[src/rtl/bird_pkg.sv]
// Shared definitions for the bird controller: round-state encoding and
// default screen geometry for the bird's vertical position.
package bird_pkg;

   typedef enum logic [1:0] {
      ST_IDLE = 2'd0,
      ST_PLAY = 2'd1,
      ST_DEAD = 2'd2
   } bird_state_t;

   localparam logic [9:0] BIRD_Y_INIT = 10'd240;
   localparam logic [9:0] BIRD_Y_MIN  = 10'd0;
   localparam logic [9:0] BIRD_Y_MAX  = 10'd460;

   localparam logic [7:0] SCORE_MAX = 8'd255;

endpackage

[src/rtl/bird_score.sv]
// Saturating 8-bit pipe counter with synchronous clear and count enable.
// Clear has priority over enable.
module bird_score
   import bird_pkg::*;
(
   input  logic       clk,
   input  logic       reset,
   input  logic       clr,
   input  logic       en,
   output logic [7:0] score
);

   always_ff @(posedge clk or negedge reset) begin
      if (!reset) begin
         score <= '0;
      end else if (clr) begin
         score <= '0;
      end else if (en && (score != SCORE_MAX)) begin
         score <= score + 8'd1;
      end
   end

endmodule

[src/rtl/bird_ctrl.sv]
// Bird round controller: owns bird Y, IDLE/PLAY/DEAD state and score.
// Define BIRD_SCORE_EN to build the pipe counter; otherwise score is tied to 0.
module bird_ctrl
   import bird_pkg::*;
#(
   parameter int             Y_W       = 10,
   parameter logic [Y_W-1:0] Y_INIT    = Y_W'(BIRD_Y_INIT),
   parameter logic [Y_W-1:0] Y_MIN     = Y_W'(BIRD_Y_MIN),
   parameter logic [Y_W-1:0] Y_MAX     = Y_W'(BIRD_Y_MAX),
   parameter logic [Y_W-1:0] FLAP_STEP = Y_W'(24),
   parameter logic [Y_W-1:0] GRAV_STEP = Y_W'(4)
) (
   input  logic           clk,
   input  logic           reset,
   input  logic           up_key_press,
   input  logic           down_key_press,
   input  logic           start,
   input  logic           collide,
   input  logic           pipe_pass,
   output logic [Y_W-1:0] bird_y,
   output logic [1:0]     state,
   output logic           game_over,
   output logic [7:0]     score
);

   bird_state_t    state_p0, state_p1;
   logic [Y_W-1:0] y_p0, y_p1;
   logic           go_p1;
   logic           score_inc, score_clr;

   // Ceiling clamp: compare before subtracting so the coordinate never wraps.
   function automatic logic [Y_W-1:0] sat_flap(input logic [Y_W-1:0] y);
      logic [Y_W:0] lim;
      lim = {1'b0, Y_MIN} + {1'b0, FLAP_STEP};
      if ({1'b0, y} < lim) return Y_MIN;
      return y - FLAP_STEP;
   endfunction

   function automatic logic [Y_W-1:0] sat_grav(input logic [Y_W-1:0] y);
      logic [Y_W:0] sum;
      sum = {1'b0, y} + {1'b0, GRAV_STEP};
      if (sum >= {1'b0, Y_MAX}) return Y_MAX;
      return sum[Y_W-1:0];
   endfunction

   always_comb begin
      state_p0  = state_p1;
      y_p0      = y_p1;
      score_inc = 1'b0;
      score_clr = 1'b0;
      case (state_p1)
         ST_IDLE: begin
            y_p0 = Y_INIT;
            if (start) state_p0 = ST_PLAY;
         end
         ST_PLAY: begin
            score_inc = pipe_pass;
            if (collide) begin
               state_p0 = ST_DEAD;
            end else if (up_key_press) begin
               y_p0 = sat_flap(y_p1);
            end else if (down_key_press) begin
               y_p0 = sat_grav(y_p1);
               if (y_p0 == Y_MAX) state_p0 = ST_DEAD;
            end
         end
         ST_DEAD: begin
            if (start) begin
               state_p0  = ST_IDLE;
               y_p0      = Y_INIT;
               score_clr = 1'b1;
            end
         end
         default: begin
            state_p0  = ST_IDLE;
            y_p0      = Y_INIT;
            score_clr = 1'b1;
         end
      endcase
   end

   // Output registers: state, Y and game_over all update on the same edge.
   always_ff @(posedge clk or negedge reset) begin
      if (!reset) begin
         state_p1 <= ST_IDLE;
         y_p1     <= Y_INIT;
         go_p1    <= 1'b0;
      end else begin
         state_p1 <= state_p0;
         y_p1     <= y_p0;
         go_p1    <= (state_p0 == ST_DEAD);
      end
   end

   assign state     = state_p1;
   assign bird_y    = y_p1;
   assign game_over = go_p1;

`ifdef BIRD_SCORE_EN
   bird_score u_score (
      .clk   (clk),
      .reset (reset),
      .clr   (score_clr),
      .en    (score_inc),
      .score (score)
   );
`else
   logic unused_score_ctl;
   assign unused_score_ctl = ^{pipe_pass, score_inc, score_clr};
   assign score = 8'd0;
`endif

endmodule

[config.mk]
export PLATFORM = sky130hd
export DESIGN_NAME = bird_ctrl
export DESIGN_NICKNAME = d
export VERILOG_FILES = /design/src/rtl/bird_pkg.sv /design/src/rtl/bird_score.sv /design/src/rtl/bird_ctrl.sv
export SDC_FILE = /design/constraint.sdc
export NUM_CORES = 1
export LEC_CHECK = 0
export ABC_AREA = 1
export BUFFER_PORTS_ARGS = -buffer_cell sky130_fd_sc_hd__clkbuf_2
export CAP_MARGIN = 20
export CORE_MARGIN = 8
export CORE_UTILIZATION = 37
export DETAILED_ROUTE_END_ITERATION = 10
export PLACE_DENSITY = 0.58
export SKIP_LAST_GASP = 1
export SYNTH_ARGS = -nofsm -noshare
export SYNTH_HDL_FRONTEND = slang
export SYNTH_HIERARCHICAL = 1
export SYNTH_SLANG_ARGS = --single-unit
[constraint.sdc]
create_clock -name clk -period 2.12 [get_ports clk]
set_input_delay 0.212 -clock clk [delete_from_list [all_inputs] [get_ports clk]]
set_output_delay 0.212 -clock clk [all_outputs]
set_load 0.05 [all_outputs]
# --- Word level (Yosys, flattened, before mapping) ---
# Index checks and enable logic that the tools add are counted.
word_totals:
  register_bits: 13
  out_inout_bits: 21
  wordCells: 45
classes:
  addsub: 2
  n_lt_le_gt_ge: 2
  eq_ne: 7
  muxes: 29
  n_reduce_logical: 2
ops:
  columns: ["op", "count"]
  rows:
  - ["$mux W10", 12]
  - ["$pmux W10 S2", 1]
  - ["$mux W2", 6]
  - ["$add A10 B3 Y11 const B", 1]
  - ["$ge A11 B9 Y1 const B", 1]
  - ["$eq A10 B9 Y1 const B", 1]
  - ["$lt A10 B5 Y1 const B", 1]
  - ["$sub A10 B5 Y10 const B", 1]
  - ["$mux W1", 9]
  - ["$pmux W2 S3", 1]
  - ["$eq A2 B2 Y1 const B", 2]
  - ["$ne A2 B2 Y1 const B", 2]
  - ["$ne A3 B3 Y1 const B", 1]
  - ["$reduce_and A3 Y1", 1]
  - ["$eq A2 B1 Y1 const B", 1]
  - ["$logic_not A2 Y1", 1]

# --- Logic depth before layout (Yosys ltp) ---
# Gate-level depths: netlist (run 1).
logic_depth:
  word_depth: 19
  ltp_mapped: 13

# --- Least setup slack after synthesis (run 1) ---
# OpenSTA, ideal clock, no wires.
synth_path:
  path_type: "register -> register"
  start: "register y_p1[4] (netlist: bird_y[4])"
  end: "register go_p1 (netlist: game_over)"
  setup_time_ps: 118
  arrival_ps: 1923
  t_required_ps: 2002
  path_slack_ps: 79
  stages_incl_launch_ff: 13
  path_buffers: 0
  path_cell_list: "dfstp_2 -> ha_1 -> nand2_2 -> nor2_2 -> nand3_1 -> nand2_1 -> nand3_1 -> inv_1 -> nand3_1 -> nand3_1 -> nand2_2 -> nand2_1 -> nand2_1"
synth_via:
  elab_chain_len: 19
synth_rtl:
  columns: ["element", "line", "source"]
  rows:
  - ["from (decl)", "bird_ctrl.sv:27", "logic [Y_W-1:0] y_p0, y_p1;"]
  - ["from (signal assigned)", "bird_ctrl.sv:90", "y_p1 <= y_p0;"]
  - ["$add A10 B3 Y11 (*)", "bird_ctrl.sv:41", "sum = {1'b0, y} + {1'b0, GRAV_STEP};"]
  - ["$ge A11 B9 Y1", "bird_ctrl.sv:42", "if (sum >= {1'b0, Y_MAX}) return Y_MAX;"]
  - ["$mux W1", "bird_ctrl.sv:42", null]
  - ["$mux W1", "bird_ctrl.sv:62", "end else if (down_key_press) begin"]
  - ["$mux W1", "bird_ctrl.sv:60", "end else if (up_key_press) begin"]
  - ["$mux W1", "bird_ctrl.sv:58", "if (collide) begin"]
  - ["$mux W1", "bird_ctrl.sv:51", "case (state_p1)"]
  - ["$mux W10 (*)", "bird_ctrl.sv:43", "return sum[Y_W-1:0];"]
  - ["[3 not listed]", null, null]
  - ["$mux W10 (*)", "bird_ctrl.sv:51", null]
  - ["$eq A10 B9 Y1 (*)", "bird_ctrl.sv:64", "if (y_p0 == Y_MAX) state_p0 = ST_DEAD;"]
  - ["$mux W2 (*)", "bird_ctrl.sv:64", null]
  - ["$mux W2 (*)", "bird_ctrl.sv:62", null]
  - ["$mux W2 (*)", "bird_ctrl.sv:60", null]
  - ["$mux W2 (*)", "bird_ctrl.sv:58", null]
  - ["$pmux W2 S3 (*)", "bird_ctrl.sv:51", null]
  - ["$eq A2 B2 Y1 (*)", "bird_ctrl.sv:91", "go_p1 <= (state_p0 == ST_DEAD);"]
  - ["to (signal assigned)", "bird_ctrl.sv:91", null]
  - ["to (decl)", "bird_ctrl.sv:28", "logic go_p1;"]
# Every way passes the cells marked *; elsewhere a longest branch is shown, timed or not. The select of a mux whose other input is x is not followed.
# A chain may end at the register's enable or synchronous reset.

# --- Worst setup path in the final report (run 1) ---
layout_path:
  start: "register y_p1[4] (netlist: bird_y[4])"
  end: "register state_p1[1] (netlist: state[1])"
layout_via:
  elab_chain_len: 18
layout_rtl:
  columns: ["element", "line", "source"]
  rows:
  - ["$add A10 B3 Y11 (*)", "bird_ctrl.sv:41", null]
  - ["$ge A11 B9 Y1", "bird_ctrl.sv:42", null]
  - ["$mux W1", "bird_ctrl.sv:42", null]
  - ["$mux W1", "bird_ctrl.sv:62", null]
  - ["$mux W1", "bird_ctrl.sv:60", null]
  - ["$mux W1", "bird_ctrl.sv:58", null]
  - ["$mux W1", "bird_ctrl.sv:51", null]
  - ["$mux W10 (*)", "bird_ctrl.sv:43", null]
  - ["[3 not listed]", null, null]
  - ["$mux W10 (*)", "bird_ctrl.sv:51", null]
  - ["$eq A10 B9 Y1 (*)", "bird_ctrl.sv:64", null]
  - ["$mux W2 (*)", "bird_ctrl.sv:64", null]
  - ["$mux W2 (*)", "bird_ctrl.sv:62", null]
  - ["$mux W2 (*)", "bird_ctrl.sv:60", null]
  - ["$mux W2 (*)", "bird_ctrl.sv:58", null]
  - ["$pmux W2 S3 (*)", "bird_ctrl.sv:51", null]
  - ["via state_p0[1]", "bird_ctrl.sv:26", "bird_state_t state_p0, state_p1;"]
  - ["to (signal assigned)", "bird_ctrl.sv:89", "state_p1 <= state_p0;"]
  - ["to (decl)", "bird_ctrl.sv:26", null]
# The timed path passes the listed nets; every way through them passes the cells marked *. The select of a mux whose other input is x is not followed.

==> results by group, run 1 <==
Status
  – Outcome: complete, no violations

Final layout
  – Fraction of layout cells with a size suffix above 1: 0.199
  – FF/Latch Area: 330 sq um
  – Util after Layout: 0.427
  – Antenna cell count: 0
  – Number of fill cells: 302
  – Final Non-Filler Cells: 202
  – Nets: 182
  – Most frequent cells in the layout: 37 x nand2_1, 24 x inv_1, 18 x clkbuf_2
  – Leading cell type in the layout, fill and taps excluded: nand2_1
  – Multi-input gate area: 549 sq um
  – Area grow syn2layout: 13.2%

Critical path
  – Worst reg2reg path depth: 12
  – Worst R2R Setup Slack: 220 ps
  – Critical path peak fanout: 6
  – Crit. End Element: register
  – CP Class: reg2reg
  – Worst R2R End: state[1]
  – R2R Path Start: bird_y[4]
  – Crit path to: state[1]
  – Arrival time worst endpoint: 2090 ps
  – Worst Setup Start Kind: register
  – CP required: 2310 ps
  – CP startpoint: bird_y[4]

Routing
  – Final WL: 2.48 mm
  – DRT iter0 DRCs: 61
  – Final ANT Viol Nets: 0
  – First-pass DRT Iterations: 4
  – # DRC: 0
  – Vias per cell: 4.84
  – WL/cell: 12.3 microns
  – Total number of vias: 978

Die
  – # IOs: 28
  – Die Width: 68.3 microns
  – Core area: 2690 sq um
  – Die Y: 68.3 microns
  – Initial Util: 0.377
  – Die ar.: 4670 sq um
  – Rows: 19

Worst hold path
  – Hold Path Class: in2reg
  – Worst Hold Launch: start
  – Hold Path Stages: 4

Yosys
  – Syn Area/Cell: 6.79 sq um
  – FF+latch count, synth: 13
  – Synth top area cells: dfrtp_1 22%, nand2_1 14%, dfstp_2 10%, inv_1 8.9%, buf_4 5.9%
  – Post-Syn Area: 1010 sq um
  – Mapped Cells: 149
  – Post-synth top area cell: dfrtp_1
  – Register area share after synthesis: 0.326
  – Share of the synthesized area in the top cell type: 0.222
  – Ys Warns: 6
  – Yosys cell types: 26

Clock tree
  – Cts repair resizes: 0
  – Clock Latency Late Sink: 290 ps
  – CTS tree: yes
  – Clk sink count: 13
  – Reg clk slew, reported paths: 90 ps
  – CTS buffer count: 3
  – Clock root buffer master: clkbuf_4
  – Htree depth: 1
  – Clk buf depth: 2

Timing
  – Smallest hold slack: 196 ps
  – TNS Setup: 0 ps
  – Final Skew: 12.5 ps
  – Tcrit/Tclk final: 0.898
  – Unrepaired setup endpoints after global routing: false
  – FMAX: 525 MHz
  – Fin. max-slew vios: 0
  – Worst setup margin: 216 ps
  – Tmin final: 1900 ps
  – Final hold violation count: 0
  – Final setup viols: 0

Place
  – Placer Congestion: 0.853
  – DPL Wire Length: 1.99 mm
  – Buffers on Ports: 18
  – Place WS: 173 ps
  – Placed cell count: 196

Power and ir drop
  – PwrDens: 1040 nW/um^2
  – Pleak: 0.615 nW
  – Peak VDD IR: 519 uV

Global routing
  – Number of antenna violations at the first check in global routing: 0
  – Vias in the first global route: 966
  – GRT overflow: 0
  – GRT Total Usage: 0.118
  – First-pass GRT wire length: 4.30 mm
  – Largest net degree at the start of global routing: 14

Run
  – Max-Cap Viols: 0
## layer usage
| metal | GRT usage | part of all wire | vias to the layer above |
|---|---|---|---|
| met1 | 0.150 | 0.47 | 441 |
| met5 | 0 | 0 | - |
| met3 | 0.0262 | 0.063 | 5 |
| li1 | - | - | 502 |
| met2 | 0.188 | 0.46 | 30 |
| met4 | 0.0486 | 0.016 | 0 |
## report_power, final
part	leakage, nW	internal (W)	switching (W)
registers	0.163	0.000311	0.0000728
clock network	0.0150	0.0000731	0.0000890
logic	0.436	0.000161	0.000483
total	0.615	0.000545	0.000645
## cells in the mapped netlist
| library cell | count |
|---|---|
| buf_4 | 8 |
| nand2_2 | 3 |
| inv_2 | 1 |
| nand3_1 | 11 |
| a21oi_1 | 4 |
| ha_1 | 3 |
| xor2_1 | 5 |
| o21ai_0 | 7 |
| a22oi_1 | 2 |
| nand4_1 | 3 |
| a31oi_1 | 2 |
| conb_1 | 1 |
| dfstp_2 | 4 |
| clkbuf_2 | 1 |
| o221ai_1 | 1 |
| nand2_1 | 37 |
| inv_1 | 24 |
| nand3_2 | 1 |
| o22ai_1 | 1 |
| nor2_2 | 2 |
| nor2_1 | 12 |
| o211ai_1 | 1 |
| nor3_1 | 3 |
| a21oi_2 | 1 |
| dfrtp_1 | 9 |
| o21ai_1 | 2 |
## layout make-up
| cell class | instances | share of cell area |
|---|---|---|
| Timing Repair Buffer | 20 | 0.0939 |
| Sequential cell | 13 | 0.288 |
| Inverter | 25 | 0.0819 |
| Clock buffer | 4 | 0.0229 |
| Tap cell | 31 | 0.0338 |
| Multi-Input combinational cell | 109 | 0.479 |
## flip-flops by register name, indices dropped and copies added (netlist names)
register and count:
state 2, bird_y 10, game_over 1
## metrics by stage
step	total power (W)	area [sq um]
floorplan	0.000895	1040
global placement	0.00103	1100
detailed placement	0.00103	1100
CTS	0.00120	1140
global route	0.00130	1150
finish	0.00119	1150
## cells by family (layout without fill, tap and decap cells)
family	count (synthesis)	in the layout	synth area share
DFF	13	13	0.326
buffers and inverters	34	49	0.157
and+or+nand+nor	72	72	0.310
AOI/OAI and AO/OA	21	21	0.122
adders and majority gates	3	3	0.0371
xor gates and xnor gates	5	5	0.0433
other	1	8	0.00370
## repair_timing
action                     in CTS  in global routing
hold buffers                    1                  0
setup endpoints to repair       0                  2
hold endpoints to repair        9                  0
buffers inserted                0                  1
## how the worst min path moves through the flow
stage                      to  slack [ps]
finish              game_over         200
global route         state[0]         200
CTS                 game_over         190
detailed placement  bird_y[3]         140
global placement    bird_y[3]         140
floorplan           bird_y[0]         -80
## worst max-delay path: stages, from the launching register on
cell     delay (ps)
dfstp_2         590
ha_1            210
nand2_2          90
nor2_2          160
nand3_1          80
nand2_1          60
nand3_1          90
inv_1           120
nand3_1         110
nand3_1         120
nand2_2          70
nand2_1          70
nand2_1          50
Power figures use the tool's default switching activity.
==> run 2, diff against run 1 <==
Settings changed: BUFFER_PORTS_ARGS -buffer_cell sky130_fd_sc_hd__clkbuf_2 to default, CORE_MARGIN 8 to default, DONT_BUFFER_PORTS from default to 1, PLACE_DENSITY 0.58 to 0.49.
==> run 2 against run 1 <==
  * Sequential power up 5.7%
  * Clock skew down 7.3 ps
  * Largest cell class unchanged
  * Critical path type unchanged
  * Highest routed layer unchanged
  * Count of clock-buffer cells in the layout down 1
  * Design area up 0.87%
==> results by group, run 2 (synthesis gave the netlist of run 1 again) <==
Critical path
  – Critical path peak fanout: 6 (unchanged)
  – Worst Setup Start Kind: register (unchanged)
  – R2R Path Start: bird_y[4] (unchanged)
  – CP Class: reg2reg (unchanged)
  – Worst R2R Setup Slack: 180 ps (was 220 ps)
  – Crit. End Element: register (unchanged)
  – CP required: 2300 ps (was 2310 ps)
  – Arrival time worst endpoint: 2120 ps (was 2090 ps)
  – Worst R2R End: state[1] (unchanged)
  – Worst reg2reg path depth: 12 (unchanged)

Place
  – Place WS: 144 ps (was 173 ps)
  – Placer Congestion: 0.876 (was 0.853)
  – Buffers on Ports: 0 (was 18)
  – Placed cell count: 188 (was 196)
  – DPL Wire Length: 1.87 mm (was 1.99 mm)

Power and ir drop
  – Pint: 0.000576 W (was 0.000545 W)
  – PwrDens: 1060 nW/um^2 (was 1040 nW/um^2)
  – Switching share of total power: 0.531 (was 0.542)
  – Clock group share of total power: 0.132 (was 0.136)
  – Net load switching power: 0.000652 W (was 0.000645 W)
  – Peak VDD IR: 595 uV (was 519 uV)
  – Gate power share: 0.537 (was 0.541)
  – Pleak: 0.602 nW (was 0.615 nW)
  – Seq pwr share: 0.331 (was 0.322)

Die
  – Core area: 2520 sq um (was 2690 sq um)
  – Die Y: 54.3 microns (was 68.3 microns)
  – Die ar.: 2950 sq um (was 4670 sq um)
  – # IOs: 28 (unchanged)
  – Initial Util: 0.401 (was 0.377)
  – Rows: 18 (was 19)
  – Die Width: 54.3 microns (was 68.3 microns)

Global routing
  – GRT overflow: 0 (unchanged)
  – Largest net degree at the start of global routing: 14 (unchanged)
  – GRT Total Usage: 0.185 (was 0.118)
  – First-pass GRT wire length: 3.79 mm (was 4.30 mm)
  – Number of antenna violations at the first check in global routing: 0 (unchanged)
  – Vias in the first global route: 867 (was 966)

Run
  – Max-Cap Viols: 0 (unchanged)

Routing
  – WL/cell: 11.9 microns (was 12.3 microns)
  – # DRC: 0 (unchanged)
  – First-pass DRT Iterations: 4 (unchanged)
  – DRT iter0 DRCs: 20 (was 61)
  – Vias per cell: 4.98 (was 4.84)
  – Final ANT Viol Nets: 0 (unchanged)
  – Total number of vias: 977 (was 978)
  – Final WL: 2.34 mm (was 2.48 mm)

Timing
  – FMAX: 515 MHz (was 525 MHz)
  – Tmin final: 1940 ps (was 1900 ps)
  – Tcrit/Tclk final: 0.915 (was 0.898)
  – Final hold violation count: 0 (unchanged)
  – Worst setup margin: 179 ps (was 216 ps)
  – TNS Setup: 0 ps (unchanged)
  – Final Skew: 5.23 ps (was 12.5 ps)
  – Fin. max-slew vios: 0 (unchanged)
  – Final setup viols: 0 (unchanged)
  – Smallest hold slack: 108 ps (was 196 ps)
  – Worst slew pin tran: 622 ps
  – Relative slew slack: 0.584

Clock tree
  – Clock Latency Late Sink: 280 ps (was 290 ps)
  – Clk buf depth: 2 (unchanged)
  – Clk sink count: 13 (unchanged)
  – Clock root buffer master: clkbuf_4 (unchanged)
  – CTS tree: yes (unchanged)
  – Reg clk slew, reported paths: 90 ps (about the same)
  – CTS buffer count: 3 (unchanged)
  – Htree depth: 1 (unchanged)

Final layout
  – Antenna cell count: 0 (unchanged)
  – Fraction of layout cells with a size suffix above 1: 0.187 (was 0.199)
  – Util after Layout: 0.458 (was 0.427)
  – Nets: 177 (was 182)
  – Most frequent cells in the layout: 37 x nand2_1, 24 x inv_1, 14 x buf_4 (was 37 x nand2_1, 24 x inv_1, 18 x clkbuf_2)
  – Final Non-Filler Cells: 196 (was 202)
  – Max FFs per register: 10 (unchanged)
  – Area grow syn2layout: 14.2% (was 13.2%)
  – Leading cell type in the layout, fill and taps excluded: nand2_1 (unchanged)

Status
  – Outcome: complete, no violations (unchanged)

Worst hold path
  – Worst Hold Launch: start (unchanged)
  – Hold Path Stages: 3 (was 4)
  – Worst Hold Path EP: game_over (unchanged)
  – Hold Path Class: in2reg (unchanged)
-- run 2: changes by cell type in the layout (fill, tap and decap cells not counted), sizes merged --
| cell | change |
|---|---|
| clkinv | +1 |
| clkbuf | -19 |
| buf | +13 |
-- run 2: repair_timing --
item                                    in CTS  in global routing
endpoints found under the setup margin       0                  3
hold buffers                                 1                  0
buffers inserted                             0                  3
hold endpoints to repair                    13                  0
resized for setup                            0                  1
-- run 2: worst max path at each step --
stage	start	to	slack (ps)	depth (start not counted)
final	bird_y[4]	state[1]	180	12
after global routing	bird_y[3]	bird_y[7]	-0.2	11
after CTS	bird_y[4]	state[1]	120	12
after detailed placement	bird_y[4]	state[1]	140	12
after global placement	bird_y[4]	game_over	170	12
after floorplan	bird_y[4]	game_over	80	12
-- run 2: critical path, stage by stage, from the launching register on --
cell and delay, ps:
dfstp_2 600, ha_2 220, nand2_2 80, nor2_2 150, nand3_1 90, nand2_1 70
nand3_1 90, inv_1 120, nand3_1 110, nand3_1 130, nand2_2 70, nand2_1 80
nand2_1 50
-- run 2: power groups by stage --
stage / clock (W) / sequential, W / combinational, W
finish: 0.000162 / 0.000406 / 0.000659
global route: 0.000180 / 0.000418 / 0.000727
CTS: 0.000167 / 0.000409 / 0.000642
detailed placement: 0 / 0.000414 / 0.000633
global placement: 0 / 0.000415 / 0.000628
floorplan: 0 / 0.000557 / 0.000338
-- run 2: layout make-up --
| class | instances | area, sq um |
|---|---|---|
| Inverter | 25 | 93.8 |
| Clock buffer | 3 | 22.5 |
| Fill cell | 257 | 1370 |
| Sequential cell | 13 | 330 |
| Tap cell | 30 | 37.5 |
| Multi-Input combinational cell | 109 | 552 |
| Timing Repair Buffer | 15 | 115 |
| Clock inverter | 1 | 5.00 |
-- run 2: stage by stage --
step / instance area (sq um) / total power, W
2_1_floorplan: 1040 / 0.000895
3_3_place_gp: 1090 / 0.00104
3_5_place_dp: 1090 / 0.00105
4_1_cts: 1130 / 0.00122
5_1_grt: 1160 / 0.00132
6_report: 1160 / 0.00123
-- run 2: routing by layer --
layer	part of all wire	routed length [microns]	vias up	global-route usage
li1	-	-	492	-
met1	0.49	1150	458	0.239
met2	0.46	1080	23	0.293
met3	0.041	95	4	0.0361
met4	0.0090	21	0	0.0855
met5	0	0	-	0
==> run 3, diff against run 2 <==
Settings changed: GPL_TIMING_DRIVEN from default to 0.
==> run 3 against run 2 <==
  * Routed wire length is 10% higher
  * Global-route usage is 1.2 points higher
  * Count of clock-buffer cells in the layout is 1 higher
  * Critical endpoint is now bird_y[7]
  * Largest power group is now sequential cells
==> results by group, run 3 (synthesis gave the netlist of run 1 again) <==
Status
  – Outcome: complete, no violations (unchanged)

Final layout
  – FF/Latch Area: 344 sq um (was 330 sq um)
  – Final Cell Area: 1220 sq um (was 1160 sq um)
  – Number of fill cells: 273 (was 257)
  – Nets: 174 (was 177)
  – Most frequent cells in the layout: 36 x nand2_1, 22 x inv_1, 10 x buf_4 (was 37 x nand2_1, 24 x inv_1, 14 x buf_4)
  – Area grow syn2layout: 20.3% (was 14.2%)
  – Multi-input gate area: 619 sq um (was 552 sq um)
  – Antenna cell count: 0 (unchanged)
  – Max FFs per register: 10 (unchanged)
  – Fraction of layout cells with a size suffix above 1: 0.270 (was 0.187)
  – Leading cell type in the layout, fill and taps excluded: nand2_1 (unchanged)

Routing
  – WL/cell: 13.3 microns (was 11.9 microns)
  – Vias per cell: 5.15 (was 4.98)
  – First-pass DRT Iterations: 4 (unchanged)
  – DRT met1 WL: 1.14 mm (was 1.15 mm)
  – Final ANT Viol Nets: 0 (unchanged)
  – DR top layer: met4 (unchanged)
  – DR WL met2: 1.27 mm (was 1.08 mm)
  – Total number of vias: 993 (was 977)
  – Wire length on met3: 147 microns (was 95 microns)
  – Final WL: 2.58 mm (was 2.34 mm)
  – DRT iter0 DRCs: 17 (was 20)
  – # DRC: 0 (unchanged)

Clock tree
  – CTS buffer count: 3 (unchanged)
  – CTS tree: yes (unchanged)
  – Clock Latency Late Sink: 280 ps (about the same)
  – Reg clk slew, reported paths: 90 ps (about the same)
  – Htree depth: 1 (unchanged)
  – Clock root buffer master: clkbuf_4 (unchanged)
  – Clk sink count: 13 (unchanged)
  – Clk buf depth: 2 (unchanged)

Die
  – Die Width: 54.3 microns (unchanged)
  – # IOs: 28 (unchanged)
  – Initial Util: 0.401 (unchanged)
  – Die Y: 54.3 microns (unchanged)
  – Die ar.: 2950 sq um (unchanged)
  – Core area: 2520 sq um (unchanged)
  – Rows: 18 (unchanged)

Timing
  – FMAX: 493 MHz (was 515 MHz)
  – Relative slew slack: 0.582 (was 0.584)
  – Final setup viols: 0 (unchanged)
  – Tcrit/Tclk final: 0.956 (was 0.915)
  – Final hold violation count: 0 (unchanged)
  – Worst slew pin tran: 626 ps (was 622 ps)
  – Unrepaired setup endpoints after global routing: true
  – Final Skew: 10.2 ps (was 5.23 ps)
  – Tmin final: 2030 ps (was 1940 ps)
  – Worst setup margin: 92.8 ps (was 179 ps)
  – Fin. max-slew vios: 0 (unchanged)

Power and ir drop
  – PwrDens: 1020 nW/um^2 (was 1060 nW/um^2)
  – Pleak: 0.599 nW (was 0.602 nW)
  – Peak VDD IR: 699 uV (was 595 uV)

Global routing
  – First-pass GRT wire length: 3.97 mm (was 3.79 mm)
  – GRT Total Usage: 0.197 (was 0.185)
  – Number of antenna violations at the first check in global routing: 0 (unchanged)
  – Vias in the first global route: 888 (was 867)
  – Largest net degree at the start of global routing: 14 (unchanged)
  – GRT overflow: 0 (unchanged)

Critical path
  – Arrival time worst endpoint: 2240 ps (was 2120 ps)
  – CP max stage delay: 770 ps (was 600 ps)
  – Worst Setup Start Kind: register (unchanged)
  – Worst-path cell chain: ha_4 -> nand2_4 -> o21ai_2 -> nand2_1 -> nor2_2 -> nand3_2 -> nand2_2 -> inv_2 -> nand2_1 -> nand2_1 -> a22oi_1 (was ha_2 -> nand2_2 -> nor2_2 -> nand3_1 -> nand2_1 -> nand3_1 -> inv_1 -> nand3_1 -> nand3_1 -> nand2_2 -> nand2_1 -> nand2_1)
  – CP required: 2330 ps (was 2300 ps)
  – CP Class: reg2reg (unchanged)
  – Crit. End Element: register (unchanged)
  – Slowest cell on crit path: dfstp_4 (was dfstp_2)
  – R2R Path Start: bird_y[4] (unchanged)
  – CP most frequent cell: nand2_1 (was nand3_1)
  – Critical path peak fanout: 8 (was 6)
  – CP startpoint: bird_y[4] (unchanged)

Place
  – DPL Wire Length: 1.97 mm (was 1.87 mm)
  – Buffers on Ports: 0 (unchanged)
  – Placer Congestion: 0.845 (was 0.876)
  – Place WS: -208 ps (was 144 ps)
  – Placed inst area: 1080 sq um (was 1090 sq um)

Run
  – Max-Cap Viols: 0 (unchanged)

Worst hold path
  – Worst Hold Launch: collide (was start)
  – Hold Path Class: in2reg (unchanged)
## run 3: cell types whose count changed in the layout (fill, tap and decap cells not counted), sizes merged
cell    previous run  this run
clkbuf             3         4
clkinv             1         0
buf               14        11
## run 3: area by class of cell
| cell class | instances | area share |
|---|---|---|
| Multi-Input combinational cell | 109 | 0.509 |
| Sequential cell | 13 | 0.283 |
| Inverter | 25 | 0.0771 |
| Buffer | 9 | 0.0586 |
| Tap cell | 30 | 0.0308 |
| Clock buffer | 4 | 0.0216 |
| Timing Repair Buffer | 3 | 0.0206 |
## run 3: what timing repair did
action | CTS | global route
hold endpoints to repair | 13 | 0
pin swaps | 0 | 11
hold buffers | 1 | 0
setup endpoints to repair | 11 | 12
setup buffers | 0 | 2
gates resized for setup | 7 | 21
cloned | 0 | 0
## run 3: worst max-delay path: cells and delay by family, from the launching register on
family	cells	cell delay, ps
and+or+nand+nor	7	650
AOI/OAI and AO/OA	2	260
DFF	1	770
buffers and inverters	1	60
adders and majority gates	1	200
## run 3: path summary, 6_finish.rpt
path	end	slack (ps)	cells after the start
max in group asynchronous	bird_y[3]	1310	1
hold reg to reg	state[0]	680	1
hold / removal	state[0]	130	3
min in group asynchronous	bird_y[3]	370	1
setup / recovery	bird_y[7]	90	11
setup reg to reg	bird_y[7]	90	11
## run 3: layer usage
metal / vias up / global-route usage
met1: 474 / 0.229
met2: 30 / 0.339
met3: 2 / 0.0778
met5: - / 0
li1: 487 / -
met4: 0 / 0.0385
## run 3: through the flow
step,setup TNS (ps),std cells,util,total power [W],hold slack [ps]
floorplan,0,156,-,0.000895,-83.6
global placement,-1170,186,0.427,0.000987,-83.3
CTS,0,191,0.450,0.00119,106
detailed placement,-1320,186,0.427,0.000993,-83.2
global route,-25.1,193,0.483,0.00134,136
finish,0,193,0.483,0.00124,129
## run 3: power breakdown
| group | total (W) | internal [W] | switching [W] |
|---|---|---|---|
| clock network | 0.000161 | 0.0000730 | 0.0000883 |
| logic | 0.000484 | 0.000166 | 0.000319 |
| registers | 0.000594 | 0.000323 | 0.000271 |
